## src/rtl/bus_mux_reg_pkg.sv

```systemverilog
// Shared definitions for the registered bus multiplexer.
//   state_e        : two-state output-register FSM (EMPTY / FULL)
//   slot constants : processor register slot indices on the bus
//   DEFAULT_SRC_EN : populated-slot mask of the reference processor
//   sat_inc8       : saturating 8-bit increment used by the error counter
package bus_mux_reg_pkg;

  typedef enum logic {
    EMPTY = 1'b0,
    FULL  = 1'b1
  } state_e;

  localparam int RA = 0;
  localparam int RB = 1;
  localparam int RC = 2;
  localparam int R1 = 3;
  localparam int R2 = 4;
  localparam int R3 = 5;
  localparam int DR = 6;
  localparam int AC = 9;
  localparam int PC = 10;

  localparam logic [15:0] DEFAULT_SRC_EN = 16'h067F;

  function automatic logic [7:0] sat_inc8(input logic [7:0] v);
    return (v == 8'hFF) ? v : v + 8'd1;
  endfunction

endpackage

```

## src/rtl/bus_mux_reg_if.sv

```systemverilog
// Select/output handshake bundle of bus_mux_reg.
//   slave  : the multiplexer side (takes sources and select, drives the bus word)
//   master : the requester/consumer side
//   src_flat  - N_SRC concatenated source words, slot k at [k*WIDTH +: WIDTH]
//   src_en    - populated-slot mask
//   sel / sel_valid / sel_ready   - select request handshake
//   data_out / out_valid / out_ready - registered output handshake
//   sel_err   - held word came from an illegal select
//   err_cnt   - saturating count of accepted illegal selects
interface bus_mux_reg_if #(
  parameter int WIDTH = 16,
  parameter int N_SRC = 16,
  parameter int SEL_W = 4
) ();

  logic [N_SRC*WIDTH-1:0] src_flat;
  logic [N_SRC-1:0]       src_en;
  logic [SEL_W-1:0]       sel;
  logic                   sel_valid;
  logic                   sel_ready;
  logic [WIDTH-1:0]       data_out;
  logic                   out_valid;
  logic                   out_ready;
  logic                   sel_err;
  logic [7:0]             err_cnt;

  modport slave (
    input  src_flat, src_en, sel, sel_valid, out_ready,
    output sel_ready, data_out, out_valid, sel_err, err_cnt
  );

  modport master (
    output src_flat, src_en, sel, sel_valid, out_ready,
    input  sel_ready, data_out, out_valid, sel_err, err_cnt
  );

endinterface

```

## src/rtl/bus_mux_reg_slot_decode.sv

```systemverilog
// bus_slot_decode: purely combinational slot decoder.
//   src_flat_i - concatenated source words
//   src_en_i   - populated-slot mask
//   sel_i      - requested slot index
//   data_o     - word of the selected slot (0 when the index is out of range)
//   legal_o    - index is in range and its slot is populated
module bus_slot_decode #(
  parameter int WIDTH = 16,
  parameter int N_SRC = 16,
  parameter int SEL_W = 4
) (
  input  logic [N_SRC*WIDTH-1:0] src_flat_i,
  input  logic [N_SRC-1:0]       src_en_i,
  input  logic [SEL_W-1:0]       sel_i,
  output logic [WIDTH-1:0]       data_o,
  output logic                   legal_o
);

  // Compare against every in-range slot instead of indexing directly, so an
  // index >= N_SRC simply matches nothing and decodes as illegal.
  always_comb begin
    data_o  = '0;
    legal_o = 1'b0;
    for (int k = 0; k < N_SRC; k++) begin
      if (sel_i == SEL_W'(k)) begin
        data_o  = src_flat_i[k*WIDTH +: WIDTH];
        legal_o = src_en_i[k];
      end
    end
  end

endmodule

```

## src/rtl/bus_mux_reg.sv

```systemverilog
// bus_mux_reg: selects one of N_SRC source words and holds it in an output
// register with a valid/ready handshake; illegal selects are flagged and
// counted.
//   clk   - system clock, rising edge
//   rst_n - asynchronous active-low reset
//   bus   - bus_mux_reg_if slave modport (select request, output word, status)
// ILLEGAL_ZERO = 1 outputs zero on an illegal select, 0 repeats the last legal
// word (zero if none since reset). SEL_W must satisfy 2**SEL_W >= N_SRC.
module bus_mux_reg
  import bus_mux_reg_pkg::*;
#(
  parameter int WIDTH        = 16,
  parameter int N_SRC        = 16,
  parameter int SEL_W        = 4,
  parameter bit ILLEGAL_ZERO = 1'b0
) (
  input  logic              clk,
  input  logic              rst_n,
  bus_mux_reg_if.slave      bus
);

  state_e           state_q, state_d;
  logic [WIDTH-1:0] data_q,  data_d;
  logic [WIDTH-1:0] last_q,  last_d;
  logic             err_q,   err_d;
  logic [7:0]       cnt_q,   cnt_d;

  logic [WIDTH-1:0] slot_data;
  logic             slot_legal;
  logic             accept;

  bus_slot_decode #(
    .WIDTH (WIDTH),
    .N_SRC (N_SRC),
    .SEL_W (SEL_W)
  ) u_decode (
    .src_flat_i (bus.src_flat),
    .src_en_i   (bus.src_en),
    .sel_i      (bus.sel),
    .data_o     (slot_data),
    .legal_o    (slot_legal)
  );

  assign accept = bus.sel_valid && bus.sel_ready;

  // State and output-word registers
  always_ff @(posedge clk or negedge rst_n) begin
    if (!rst_n) begin
      state_q <= EMPTY;
      data_q  <= '0;
      last_q  <= '0;
      err_q   <= 1'b0;
      cnt_q   <= 8'd0;
    end else begin
      state_q <= state_d;
      data_q  <= data_d;
      last_q  <= last_d;
      err_q   <= err_d;
      cnt_q   <= cnt_d;
    end
  end

  // Next state: an acceptance always leaves the register FULL (a drain and a
  // refill in the same cycle just replaces the word).
  always_comb begin
    state_d = state_q;
    unique case (state_q)
      EMPTY: if (accept) state_d = FULL;
      FULL:  if (!accept && bus.out_ready) state_d = EMPTY;
      default: state_d = EMPTY;
    endcase
  end

  // Register contents load only on acceptance, so a stalled word is immune
  // to later source or mask changes.
  always_comb begin
    data_d = data_q;
    last_d = last_q;
    err_d  = err_q;
    cnt_d  = cnt_q;
    if (accept) begin
      if (slot_legal) begin
        data_d = slot_data;
        last_d = slot_data;
        err_d  = 1'b0;
      end else begin
        data_d = ILLEGAL_ZERO ? '0 : last_q;
        err_d  = 1'b1;
        cnt_d  = sat_inc8(cnt_q);
      end
    end
  end

  // Outputs: bus word, flag and valid come straight from registers.
  always_comb begin
    bus.out_valid = (state_q == FULL);
    bus.sel_ready = (state_q == EMPTY) || bus.out_ready;
    bus.data_out  = data_q;
    bus.sel_err   = err_q;
    bus.err_cnt   = cnt_q;
  end

endmodule

```

## src/flat_wrapper.sv

```systemverilog
// flat-port wrapper written by rule: the top's interface ports become plain ports
module bus_mux_reg_flat import bus_mux_reg_pkg::*;
#(
  parameter int WIDTH        = 16,
  parameter int N_SRC        = 16,
  parameter int SEL_W        = 4,
  parameter bit ILLEGAL_ZERO = 1'b0
)
  (clk, rst_n, bus_src_flat, bus_src_en, bus_sel, bus_sel_valid, bus_out_ready, bus_sel_ready, bus_data_out, bus_out_valid, bus_sel_err, bus_err_cnt);
  bus_mux_reg_if #(.WIDTH(WIDTH), .N_SRC(N_SRC), .SEL_W(SEL_W)) bus_i ();
  input  logic clk;
  input  logic rst_n;
  input wire logic [$bits(bus_i.src_flat)-1:0] bus_src_flat;
  input wire logic [$bits(bus_i.src_en)-1:0] bus_src_en;
  input wire logic [$bits(bus_i.sel)-1:0] bus_sel;
  input wire logic [$bits(bus_i.sel_valid)-1:0] bus_sel_valid;
  input wire logic [$bits(bus_i.out_ready)-1:0] bus_out_ready;
  output wire logic [$bits(bus_i.sel_ready)-1:0] bus_sel_ready;
  output wire logic [$bits(bus_i.data_out)-1:0] bus_data_out;
  output wire logic [$bits(bus_i.out_valid)-1:0] bus_out_valid;
  output wire logic [$bits(bus_i.sel_err)-1:0] bus_sel_err;
  output wire logic [$bits(bus_i.err_cnt)-1:0] bus_err_cnt;
  assign bus_i.src_flat = bus_src_flat;
  assign bus_i.src_en = bus_src_en;
  assign bus_i.sel = bus_sel;
  assign bus_i.sel_valid = bus_sel_valid;
  assign bus_i.out_ready = bus_out_ready;
  assign bus_sel_ready = bus_i.sel_ready;
  assign bus_data_out = bus_i.data_out;
  assign bus_out_valid = bus_i.out_valid;
  assign bus_sel_err = bus_i.sel_err;
  assign bus_err_cnt = bus_i.err_cnt;
  bus_mux_reg #(.WIDTH(WIDTH), .N_SRC(N_SRC), .SEL_W(SEL_W), .ILLEGAL_ZERO(ILLEGAL_ZERO)) u_core (.clk(clk), .rst_n(rst_n), .bus(bus_i));
endmodule
```

## config.mk

```make
export PLATFORM = sky130hd
export DESIGN_NAME = bus_mux_reg_flat
export DESIGN_NICKNAME = d
export VERILOG_FILES = /design/src/rtl/bus_mux_reg_pkg.sv /design/src/rtl/bus_mux_reg_if.sv /design/src/rtl/bus_mux_reg_slot_decode.sv /design/src/rtl/bus_mux_reg.sv /design/src/flat_wrapper.sv
export SDC_FILE = /design/constraint.sdc
export NUM_CORES = 1
export LEC_CHECK = 0
export ABC_AREA = 0
export CAP_MARGIN = 20
export CORE_AREA = 10 10 114 116
export CTS_CLUSTER_SIZE = 12
export DETAILED_ROUTE_END_ITERATION = 8
export DIE_AREA = 0 0 124 126
export PLACE_DENSITY = 0.83
export SLEW_MARGIN = 20
export SYNTH_ARGS = -nofsm -noshare
export SYNTH_HDL_FRONTEND = slang
export SYNTH_SLANG_ARGS = --single-unit
```

## constraint.sdc

```tcl
create_clock -name clk -period 5.5 [get_ports clk]
set_input_delay 0.825 -clock clk [delete_from_list [all_inputs] [get_ports clk]]
set_output_delay 0.825 -clock clk [all_outputs]
set_load 0.01 [all_outputs]
```

==> results of run 1 <==
-- logic make-up after synthesis --
kind of cell,Yosys count,share of synthesized area (%)
XOR/XNOR,7,1.58
multiplexers,88,29.9
AO/OA/AOI/OAI,169,27.2
adder cells (fa/ha/maj),1,0.323
AND/OR/NAND/NOR,129,16.9
flip-flops,26,16.8
buffers and inverters,50,7.29
-- cells in the mapped netlist (all sizes together) (6+ instances only) --
cell     n
o21ai   50
a21oi   41
nand2   41
mux2    37
mux2i   35
o22ai   33
buf     26
dfrtp   26
nor2    18
clkbuf  17
nand3   17
mux4    16
nor2b   11
nand2b   8
and3     7
inv      7
a22oi    6
nor4     6
xnor2    6
-- cell usage in the layout, fill, tap and decap left out, types with 3 or more instances in the layout --
cell type and instances:
a21o_1 3, o211ai_1 4, nor4_1 6, a31oi_1 5, and3_1 7, a211oi_1 3
inv_1 4, nor3_1 5, o22ai_1 33, o21ai_0 43, mux2i_1 35, a22oi_1 6
mux2_4 9, mux2_2 9, nand3_1 17, nor2b_1 10, mux4_2 16, clkdlybuf4s50_1 303
nand4_1 5, dfrtp_1 26, nand2_1 41, o21ai_1 6, a221oi_1 5, buf_4 8
or3_1 3, inv_2 3, xnor2_1 6, nand2b_1 7, o221ai_1 3, a21oi_1 41
nor2_1 17, mux2_1 19, clkbuf_8 3
-- how the worst min path moves through the flow --
stage	endpoint	slack, ns	cells after the start
2_1_floorplan	u_core.bus.sel_err	0.51	2
6_report	u_core.bus.sel_err	0.50	2
3_3_place_gp	u_core.bus.sel_err	0.47	2
5_1_grt	u_core.bus.err_cnt[6]	0.52	1
3_5_place_dp	u_core.bus.sel_err	0.48	2
4_1_cts	u_core.bus.sel_err	0.50	2
-- metrics by stage --
stage	utilization (%)	instances	cell area [um^2]	setup slack [ns]
final	65.2	884	6970	1.40
after global routing	65.2	884	6970	1.21
after CTS	65.1	883	6970	1.48
after detailed placement	64.4	879	6890	1.20
after global placement	64.4	879	6890	1.44
after floorplan	-	470	3880	2.82
-- final cells by class --
class / count / area share [%]
well taps: 140 / 2.51
repair buffers: 312 / 44.4
multi-input cells: 394 / 42.3
diodes: 1 / 0.0359
inverters: 7 / 0.377
clock buffers: 3 / 0.592
flip-flops and latches: 26 / 9.33
clock inverters: 1 / 0.431
-- metal layers --
metal  global-route usage (%)  vias to the layer above
li1                         -                     2383
met1                     28.1                     2452
met2                     46.1                      408
met3                     9.03                       66
met4                     8.67                        0
met5                        0                        -
-- tightest hold or removal path: cells and delay by family, from the launching register on --
kind,cells,cell delay [ns]
flip-flops,1,0.36
AND/OR/NAND/NOR,1,0.05
AO/OA/AOI/OAI,1,0.06
-- state kept, by name, indices dropped and copies added, names as in the netlist --
signal / flops
u_core.bus.data_out: 16
u_core.bus.err_cnt: 8
u_core.bus.out_valid: 1
u_core.bus.sel_err: 1
-- where the power goes --
| group | total, mW | switching, mW | internal [mW] |
|---|---|---|---|
| Clock | 0.159 | 0.0613 | 0.0974 |
| Sequential | 0.325 | 0.0634 | 0.261 |
| Combinational | 0.736 | 0.284 | 0.452 |
| Total | 1.22 | 0.409 | 0.810 |
==> metrics.md, run 1 <==
| Metric | Value |
|---|---|
| Status | `complete, no violations` |
| Top Metal Used | `met4` |
| Final hold violation count | `0` |
| Hold_sp | `u_core.bus.sel_err` |
| Cts hold-fix bufs | `0` |
| Routed vias | `5309` |
| Buf/Inv on CP | `2` |
| Vias in the first global route | `5742` |
| DRT iter0 DRCs | `536` |
| Final setup vio count | `0` |
| Met1 wire length | `7300 um` |
| Synth top area share | `16.8%` |
| Met3 wire len | `approximately 2600 um` |
| Tot Pwr | `1.22 mW` |
| Pin count of the biggest net entering global routing | `51` |
| DRT Wirelength | `21600 um` |
| Crit path launch | `bus_sel[3]` |
| Top Ports | `307` |
| Max-Cap Viols | `0` |
| RSZ-0062 raised after global routing | `no` |
| Layout fillers | `893` |
| Worst setup path class | `in -> reg` |
| Gr usage total | `26.1%` |
| Clock buffer depth | `2` |
| VDD IR-drop max | `133 uV` |
| Worst path top cell family by delay | `buffers and inverters` |
| Antenna violations before repair | `1` |
| Routed Antenna Nets | `0` |
| Pwr/cell area | `175 nW/um^2` |
| Inserted Clock Buffers | `3` |
| Worst R2R Setup Slack | `3.49 ns` |
| CP max FO | `20` |
| Register Area | `651 um^2` |
| Element type at the critical path start | `primary input` |
| Crit path to | `u_core.bus.data_out[7]` |
| Input/output buffers | `306` |
| Mapped Cells | `470` |
| Starting density of the core | `36.2%` |
| Most used cell, CP | `nand2_1` |
| Final Cycle Share | `between 70% and 80%` |
| # clock sinks | `26` |
| Die height | `126 um` |
| Die area | `15600 um^2` |
| HP Class | `reg -> reg` |
| First-pass GRT wire length | `between 30000 and 40000 um` |
| Critical R2R Launch | `u_core.bus.err_cnt[2]` |
| Detail Route met2 WL | `between 10000 and 15000 um` |
| Max incr delay on CP | `0.85 ns` |
| Core area | `10700 um^2` |
| Slowest CP cell | `clkdlybuf4s50_1` |
| Final net count | `1025` |
| Skew final | `~0.0075 ns` |
| CTS root buf | `clkbuf_8` |
| Synth area leaders | `dfrtp_1 (17%), mux4_2 (9.3%), mux2i_1 (9.0%)` |
| TritonRoute pass-1 iters | `6` |
| Critical path required time | `approximately 5.7 ns` |
| Post-CTS setup buffer count | `0` |
| Mapped Area | `approximately 3900 um^2` |
| Post-route minimum period | `4.10 ns` |
| Syn Area/Cell | `8.25 um^2` |
| DRC violations left | `0` |
| Area of the multi-input gates | `2950 um^2` |
| Worst hold margin | `~0.50 ns` |
| F_max | `around 240 MHz` |
| H-tree depth | `1` |
| FF+latch count, synth | `26` |
| Number of vias per cell | `~6` |
| Yosys warning count | `0` |
| Cts repair resizes | `0` |
| Cell taking the most area after synthesis | `dfrtp_1` |
| Layout cells sized above 1 | `7.67%` |
| R2R cell count | `5` |
| Rows | `38` |
| GR Overflow Total | `0` |
| FF-to-FF End | `u_core.bus.err_cnt[1]` |
| Post-detailed-route wirelength per cell | `24.4 um` |
| EDFF count, synth | `0` |
| Clock latency on the worst-skew pair | `0.27 ns` |
| Sequential share of the synthesized area | `16.8%` |
| RD Place Congestion | `0.948` |
| DIE WIDTH | `between 100 and 150 um` |
| Setup TNS | `0 ns` |
| Clock slew at reported path FFs | `0.09 ns` |
| Post-synthesis net count | `approximately 750` |
| CTS tree | `yes` |
| Top FF cell, synth | `dfrtp_1` |
| Critical path depth | `9` |
| Placed wire-length estimate | `~18000 um` |
| Pleak | `2.68 nW` |
| Setup crit end kind | `flop` |
| Crit path cell chain | `clkdlybuf4s50_1 > buf_4 > and2b_1 > nand2_1 > o21ai_0 > nand2_1 > o311ai_4 > a21o_1 > mux2_2` |
| Yosys cell types | `60` |
| Worst slew pin tran | `0.823 ns` |
| Layout area overhead | `79.8%` |
| Max-slew violations | `0` |
| Relative slew slack | `45.1%` |
| Arrival time of the worst setup path | `4.26 ns` |
| FFs w/ async S/R, synth | `100%` |
(Power assumes the default switching activity.)
==> run 2, diff against run 1 <==
--- a/config.mk
+++ b/config.mk
@@ -7,11 +7,11 @@
 export LEC_CHECK = 0
 export ABC_AREA = 0
 export CAP_MARGIN = 20
-export CORE_AREA = 10 10 114 116
+export CORE_AREA = 10 10 123 125
 export CTS_CLUSTER_SIZE = 12
 export DETAILED_ROUTE_END_ITERATION = 8
-export DIE_AREA = 0 0 124 126
-export PLACE_DENSITY = 0.83
+export DIE_AREA = 0 0 133 135
+export PLACE_DENSITY = 0.74
 export SLEW_MARGIN = 20
 export SYNTH_ARGS = -nofsm -noshare
 export SYNTH_HDL_FRONTEND = slang
==> constraint.sdc (replaced) <==
create_clock -name clk -period 3.64 [get_ports clk]
set_input_delay 0.546 -clock clk [delete_from_list [all_inputs] [get_ports clk]]
set_output_delay 0.546 -clock clk [all_outputs]
set_load 0.01 [all_outputs]
==> run 2 against run 1 <==
  * Die area grew 15%
  * Core utilization down 8.7 points
  * Hold slack worse by 0.0025 ns
  * Flip-flop and latch count is the same
  * Combinational power is 52% higher
  * First-iteration DRC count shrank 24%
  * Clock skew down 0.0030 ns
  * Sequential share of layout area shrank 0.16 points
  * Via count is 3.3% lower
  * Wire length rose by 3.6%
  * Total power is 58% higher
==> metrics.md, run 2 (synthesis results as in run 1) <==
| Metric | Value |
|---|---|
| Final Cycle Share | `77.0%` |
| Input/output buffers | `306 (unchanged)` |
| Final hold violation count | `0 (unchanged)` |
| Element type at the critical path start | `primary input` |
| Max reg flops | `16 (unchanged)` |
| Slowest CP cell | `nor2b_1` |
| Post-CTS setup buffer count | `0 (unchanged)` |
| H-tree depth | `1 (unchanged)` |
| Commonest non-fill, non-tap cell in the layout | `clkdlybuf4s50_1` |
| GR Overflow Total | `0 (unchanged)` |
| Vias in the first global route | `5640 (-1.8%)` |
| Clock latency on the worst-skew pair | `0.26 ns (about the same)` |
| Starting density of the core | `30.9% (-5.4 points)` |
| Final setup vio count | `0 (unchanged)` |
| Critical path required time | `3.78 ns (-1.88 ns)` |
| Pin count of the biggest net entering global routing | `42 (-18%)` |
| Die height | `135 um (+7.1%)` |
| Placed wire-length estimate | `18900 um (+4.6%)` |
| Top Ports | `307 (unchanged)` |
| DRT iter0 DRCs | `409 (-24%)` |
| Most frequent cells in the layout | `clkdlybuf4s50_1 (302), o21ai_0 (43), nand2_1 (41), a21oi_1 (41), mux2i_1 (35)` |
| Antenna violations before repair | `2 (+1)` |
| Post-detailed-route wirelength per cell | `24.2 um (-0.87%)` |
| Max-slew violations | `0 (unchanged)` |
| Relative slew slack | `49.2% (+4.0 points)` |
| Setup crit end kind | `flop` |
| Pleak | `2.73 nW (+1.8%)` |
| DRC violations left | `0 (unchanged)` |
| # clock sinks | `26 (unchanged)` |
| First-pass GRT wire length | `32800 um (+2.3%)` |
| RD Place Congestion | `0.932 (-1.7%)` |
| Max incr delay on CP | `0.52 ns (-0.33 ns)` |
| Cts repair resizes | `0 (unchanged)` |
| Post-route minimum period | `2.80 ns` |
| DIE WIDTH | `133 um (+7.3%)` |
| Arrival time of the worst setup path | `2.94 ns (-1.32 ns)` |
| Final net count | `1032 (+0.68%)` |
| F_max | `357 MHz` |
| Placement Cell Area | `6980 um^2 (+1.3%)` |
| Core area | `12600 um^2 (+17%)` |
| RSZ-0062 raised after global routing | `no` |
| Layout fillers | `1164 (+30%)` |
| Worst slew pin tran | `0.760 ns (-0.0632 ns)` |
| Crit path cell chain | `buf_2 > nor2b_1 > o221ai_1 > o21ai_0 > nand2_1 > o311ai_4 > a21o_1 > buf_4 > mux2_1` |
| CP max FO | `20 (unchanged)` |
| Max-Cap Viols | `0 (unchanged)` |
| Routed vias | `5135 (-3.3%)` |
| Layout area overhead | `83.0%` |
| Design area | `7090 um^2 (+1.8%)` |
| DRT Wirelength | `22300 um (+3.6%)` |
| HP Class | `reg -> reg` |
| TritonRoute pass-1 iters | `7 (+1)` |
| Clock buffer depth | `2 (unchanged)` |
| Layout cells sized above 1 | `8.67% (+1.0 points)` |
| Cts hold-fix bufs | `0 (unchanged)` |
| CTS root buf | `clkbuf_16` |
| Inserted Clock Buffers | `3 (unchanged)` |
| Setup TNS | `0 ns (unchanged)` |
| Gr usage total | `23.2% (-2.8 points)` |
| Clock slew at reported path FFs | `0.07 ns (-0.02 ns)` |
| Worst setup path class | `in -> reg` |
| Die area | `18000 um^2 (+15%)` |
| VDD IR-drop max | `194 uV (+46%)` |
| Skew final | `0.00458 ns (-0.00296 ns)` |
| Pwr/cell area | `271 nW/um^2 (+55%)` |
| CTS tree | `yes` |
| Number of vias per cell | `5.56 (-7.5%)` |
| Rows | `41 (+7.9%)` |
| Routed Antenna Nets | `0 (unchanged)` |
| Status | `complete, no violations` |
| Worst R2R Setup Slack | `1.63 ns (-1.86 ns)` |
-- run 2: changes by cell type in the layout (fill, tap and decap cells not counted) --
cell	change
buf_2	+1
buf_4	+7
clkbuf_16	+3
clkbuf_8	-3
clkdlybuf4s50_1	-1
diode_2	+1
-- run 2: report_power, final --
part           leakage [nW]  internal (mW)  total, mW  switching (mW)
clock                0.0511          0.219      0.317          0.0980
sequential            0.318          0.396      0.487          0.0917
combinational          2.36          0.687       1.12           0.433
-- run 2: metal layers --
layer	share of wire, %	GRT usage (%)	up-vias
li1	-	-	2385
met1	37	25.5	2421
met2	52	42.4	297
met3	9.1	7.01	32
met4	2.3	6.23	0
met5	0	0	-
-- run 2: final timing paths --
path / startpoint / endpoint / depth (start not counted)
setup reg to reg: u_core.bus.err_cnt[2] / u_core.bus.err_cnt[1] / 5
max in group asynchronous: rst_n / u_core.bus.data_out[9] / 2
setup / recovery: bus_sel[2] / u_core.bus.data_out[9] / 9
hold reg to reg: u_core.bus.sel_err / u_core.bus.sel_err / 2
min in group asynchronous: rst_n / u_core.bus.err_cnt[4] / 2
hold / removal: u_core.bus.sel_err / u_core.bus.sel_err / 2
-- run 2: area by class of cell --
cell class                      instances  area (um^2)  share of cell area (%)
Clock buffer                            3         75.1                    1.06
Antenna cell                            2         5.00                  0.0705
Sequential cell                        26          651                    9.17
Multi-Input combinational cell        394         2950                    41.5
Inverter                                7         26.3                   0.370
Tap cell                              172          215                    3.03
Clock inverter                          1         30.0                   0.423
Timing Repair Buffer                  319         3150                    44.3
-- run 2: critical path, delay by kind of cell --
family | cells | cell delay, ns
buffers and inverters | 2 | 0.59
AO/OA/AOI/OAI | 4 | 0.80
AND/OR/NAND/NOR | 2 | 0.64
multiplexers | 1 | 0.35
-- run 2: through the flow --
| stage | setup WS [ns] | total power [mW] | hold slack (ns) | std cells | utilization, % |
|---|---|---|---|---|---|
| floorplan | 1.24 | 0.940 | 0.250 | 470 | - |
| global placement | 0.736 | 1.60 | 0.468 | 918 | 55.6 |
| detailed placement | 0.600 | 1.61 | 0.476 | 918 | 55.6 |
| CTS | 0.860 | 1.94 | 0.491 | 922 | 56.4 |
| global route | 0.722 | 2.03 | 0.521 | 924 | 56.4 |
| finish | 0.839 | 1.92 | 0.493 | 924 | 56.4 |
==> run 3, diff against run 2 <==
==> constraint.sdc (replaced) <==
create_clock -name clk -period 2.33 [get_ports clk]
set_input_delay 0.3495 -clock clk [delete_from_list [all_inputs] [get_ports clk]]
set_output_delay 0.3495 -clock clk [all_outputs]
set_load 0.01 [all_outputs]
==> run 3 against run 2 <==
  * Final cell count grew 3.7%
  * Wire length grew 0.81%
  * Total power grew 61%
  * Via count grew 3.2%
  * Non-clock buffer count grew 35
  * Clock power grew 59%
  * First-iteration DRC count shrank 6.8%
  * Critical endpoint is now u_core.bus.data_out[2]
  * Largest cell class unchanged
  * Largest power group unchanged
==> metrics.md, run 3 (synthesis results as in run 1) <==
| Metric | Value |
|---|---|
| Status | `complete, no violations` |
| Starting density of the core | `30.9% (unchanged)` |
| GR Overflow Total | `0 (unchanged)` |
| Layout area overhead | `92.5%` |
| FF-to-FF End | `u_core.bus.err_cnt[1]` |
| Rows | `41 (unchanged)` |
| Element type at the critical path start | `primary input` |
| CTS tree | `yes` |
| Worst R2R Setup Slack | `0.36 ns (-1.27 ns)` |
| Max-slew violations | `0 (unchanged)` |
| DRT iter0 DRCs | `381 (-6.8%)` |
| Clock buffer depth | `2 (unchanged)` |
| Antenna violations before repair | `1 (-1)` |
| Top Metal Used | `met4` |
| H-tree depth | `1 (unchanged)` |
| RSZ-0062 raised after global routing | `yes` |
| Non-filler cells, final | `958 (+3.7%)` |
| Post-route core utilization | `59.4% (+3.0 points)` |
| Number of vias per cell | `5.53 (-0.49%)` |
| Die area | `18000 um^2 (unchanged)` |
| Gr usage total | `23.6% (+0.31 points)` |
| DRC violations left | `0 (unchanged)` |
| Worst slew pin tran | `0.548 ns (-0.212 ns)` |
| HP Class | `in -> async` |
| Layout cells sized above 1 | `13.0% (+4.3 points)` |
| Pleak | `2.94 nW (+7.9%)` |
| DIE WIDTH | `133 um (unchanged)` |
| VDD IR-drop max | `284 uV (+46%)` |
| Cts repair resizes | `0 (unchanged)` |
| TritonRoute pass-1 iters | `5 (-2)` |
| Cts hold-fix bufs | `0 (unchanged)` |
| Most frequent cells in the layout | `clkdlybuf4s50_1 (302), o21ai_0 (43), nand2_1 (41), a21oi_1 (41), buf_4 (41)` |
| Post-route minimum period | `2.28 ns` |
| # clock sinks | `26 (unchanged)` |
| Post-detailed-route wirelength per cell | `23.5 um (-2.8%)` |
| Max-Cap Viols | `0 (unchanged)` |
| CP max FO | `6 (-70%)` |
| Post-CTS setup buffer count | `0 (unchanged)` |
| Met3 wire len | `2020 um (-1.4%)` |
| Clock slew at reported path FFs | `0.07 ns (about the same)` |
| Met1 wire length | `8460 um (+2.2%)` |
| Routed Antenna Nets | `0 (unchanged)` |
| Final setup vio count | `0 (unchanged)` |
| Worst setup path class | `in -> reg` |
| Core area | `12600 um^2 (unchanged)` |
| Routed vias | `5298 (+3.2%)` |
| Skew final | `0.00213 ns (-0.00245 ns)` |
| Final hold violation count | `0 (unchanged)` |
| Detail Route met2 WL | `11700 um (+1.5%)` |
| Post-Place Cells | `952 (+3.7%)` |
| CTS root buf | `clkbuf_16` |
| Top Ports | `307 (unchanged)` |
| Arrival time of the worst setup path | `2.43 ns (-0.51 ns)` |
| Max reg flops | `16 (unchanged)` |
| R2R cell count | `5 (unchanged)` |
| Setup TNS | `0 ns (unchanged)` |
| Placed wire-length estimate | `19200 um (+1.7%)` |
| Vias in the first global route | `5631 (-0.16%)` |
| Die height | `135 um (unchanged)` |
| Pwr/cell area | `416 nW/um^2 (+53%)` |
| Final Cycle Share | `97.7%` |
| Input/output buffers | `306 (unchanged)` |
| Placement Cell Area | `7310 um^2 (+4.7%)` |
| Relative slew slack | `63.3% (+14 points)` |
| Clock latency on the worst-skew pair | `0.26 ns (about the same)` |
| Critical path required time | `2.48 ns (-1.30 ns)` |
| First-pass GRT wire length | `33400 um (+1.9%)` |
| DRT Wirelength | `22500 um (+0.81%)` |
| Commonest non-fill, non-tap cell in the layout | `clkdlybuf4s50_1` |
| Setup crit end kind | `flop` |
| Layout fillers | `1085 (-6.8%)` |
| Design area | `7470 um^2 (+5.2%)` |
| F_max | `439 MHz` |
| Inserted Clock Buffers | `3 (unchanged)` |
| Critical R2R Launch | `u_core.bus.err_cnt[2]` |
| Pin count of the biggest net entering global routing | `30 (-29%)` |
| Final net count | `1067 (+3.4%)` |
| RD Place Congestion | `0.899 (-3.5%)` |
[run 3: critical path, stage by stage]
cell             delay (ns)
clkdlybuf4s50_1        0.43
mux2i_1                0.18
nor3_1                 0.07
o311ai_1               0.38
o2111ai_2              0.20
o311ai_4               0.14
a21o_4                 0.22
clkbuf_16              0.16
mux2_4                 0.29
[run 3: stage by stage]
stage	worst slack (ns)	power, mW	hold WS, ns
floorplan	0.130	1.47	0.0539
detailed placement	-0.195	2.58	0.496
global placement	-0.0965	2.55	0.472
CTS	0.0808	3.09	0.466
global route	-0.00391	3.27	0.494
finish	0.0530	3.10	0.449
[run 3: layout make-up]
type | count | area, um^2 | area share, %
timing repair buffer | 354 | 3510 | 47.0
multi-input combinational | 394 | 2960 | 39.6
sequential | 26 | 651 | 8.71
tap | 172 | 215 | 2.88
clock buffer | 3 | 75.1 | 1.01
clock inverter | 1 | 30.0 | 0.402
inverter | 7 | 26.3 | 0.352
antenna | 1 | 2.50 | 0.0335
[run 3: routing by layer]
metal / vias to the layer above / track usage [%]
met1: 2520 / 26.4
met5: - / 0
li1: 2461 / -
met3: 28 / 6.71
met2: 289 / 43.6
met4: 0 / 4.16
[run 3: how the worst max path moves through the flow]
stage	start	end	slack (ns)
global placement	bus_src_en[2]	u_core.bus.data_out[10]	-0.1
floorplan	bus_sel[1]	u_core.bus.data_out[0]	0.13
finish	bus_src_en[0]	u_core.bus.data_out[2]	0.05
CTS	bus_src_en[0]	u_core.bus.data_out[9]	0.08
detailed placement	bus_src_en[0]	u_core.bus.data_out[9]	-0.20
global route	bus_src_en[2]	u_core.bus.data_out[10]	-0.004
[run 3: report_power, final]
group          switching, mW  leakage [nW]  internal [mW]  total, mW
Combinational          0.695          2.57           1.14       1.84
Sequential             0.144         0.318          0.618      0.762
Clock                  0.161        0.0511          0.342      0.504
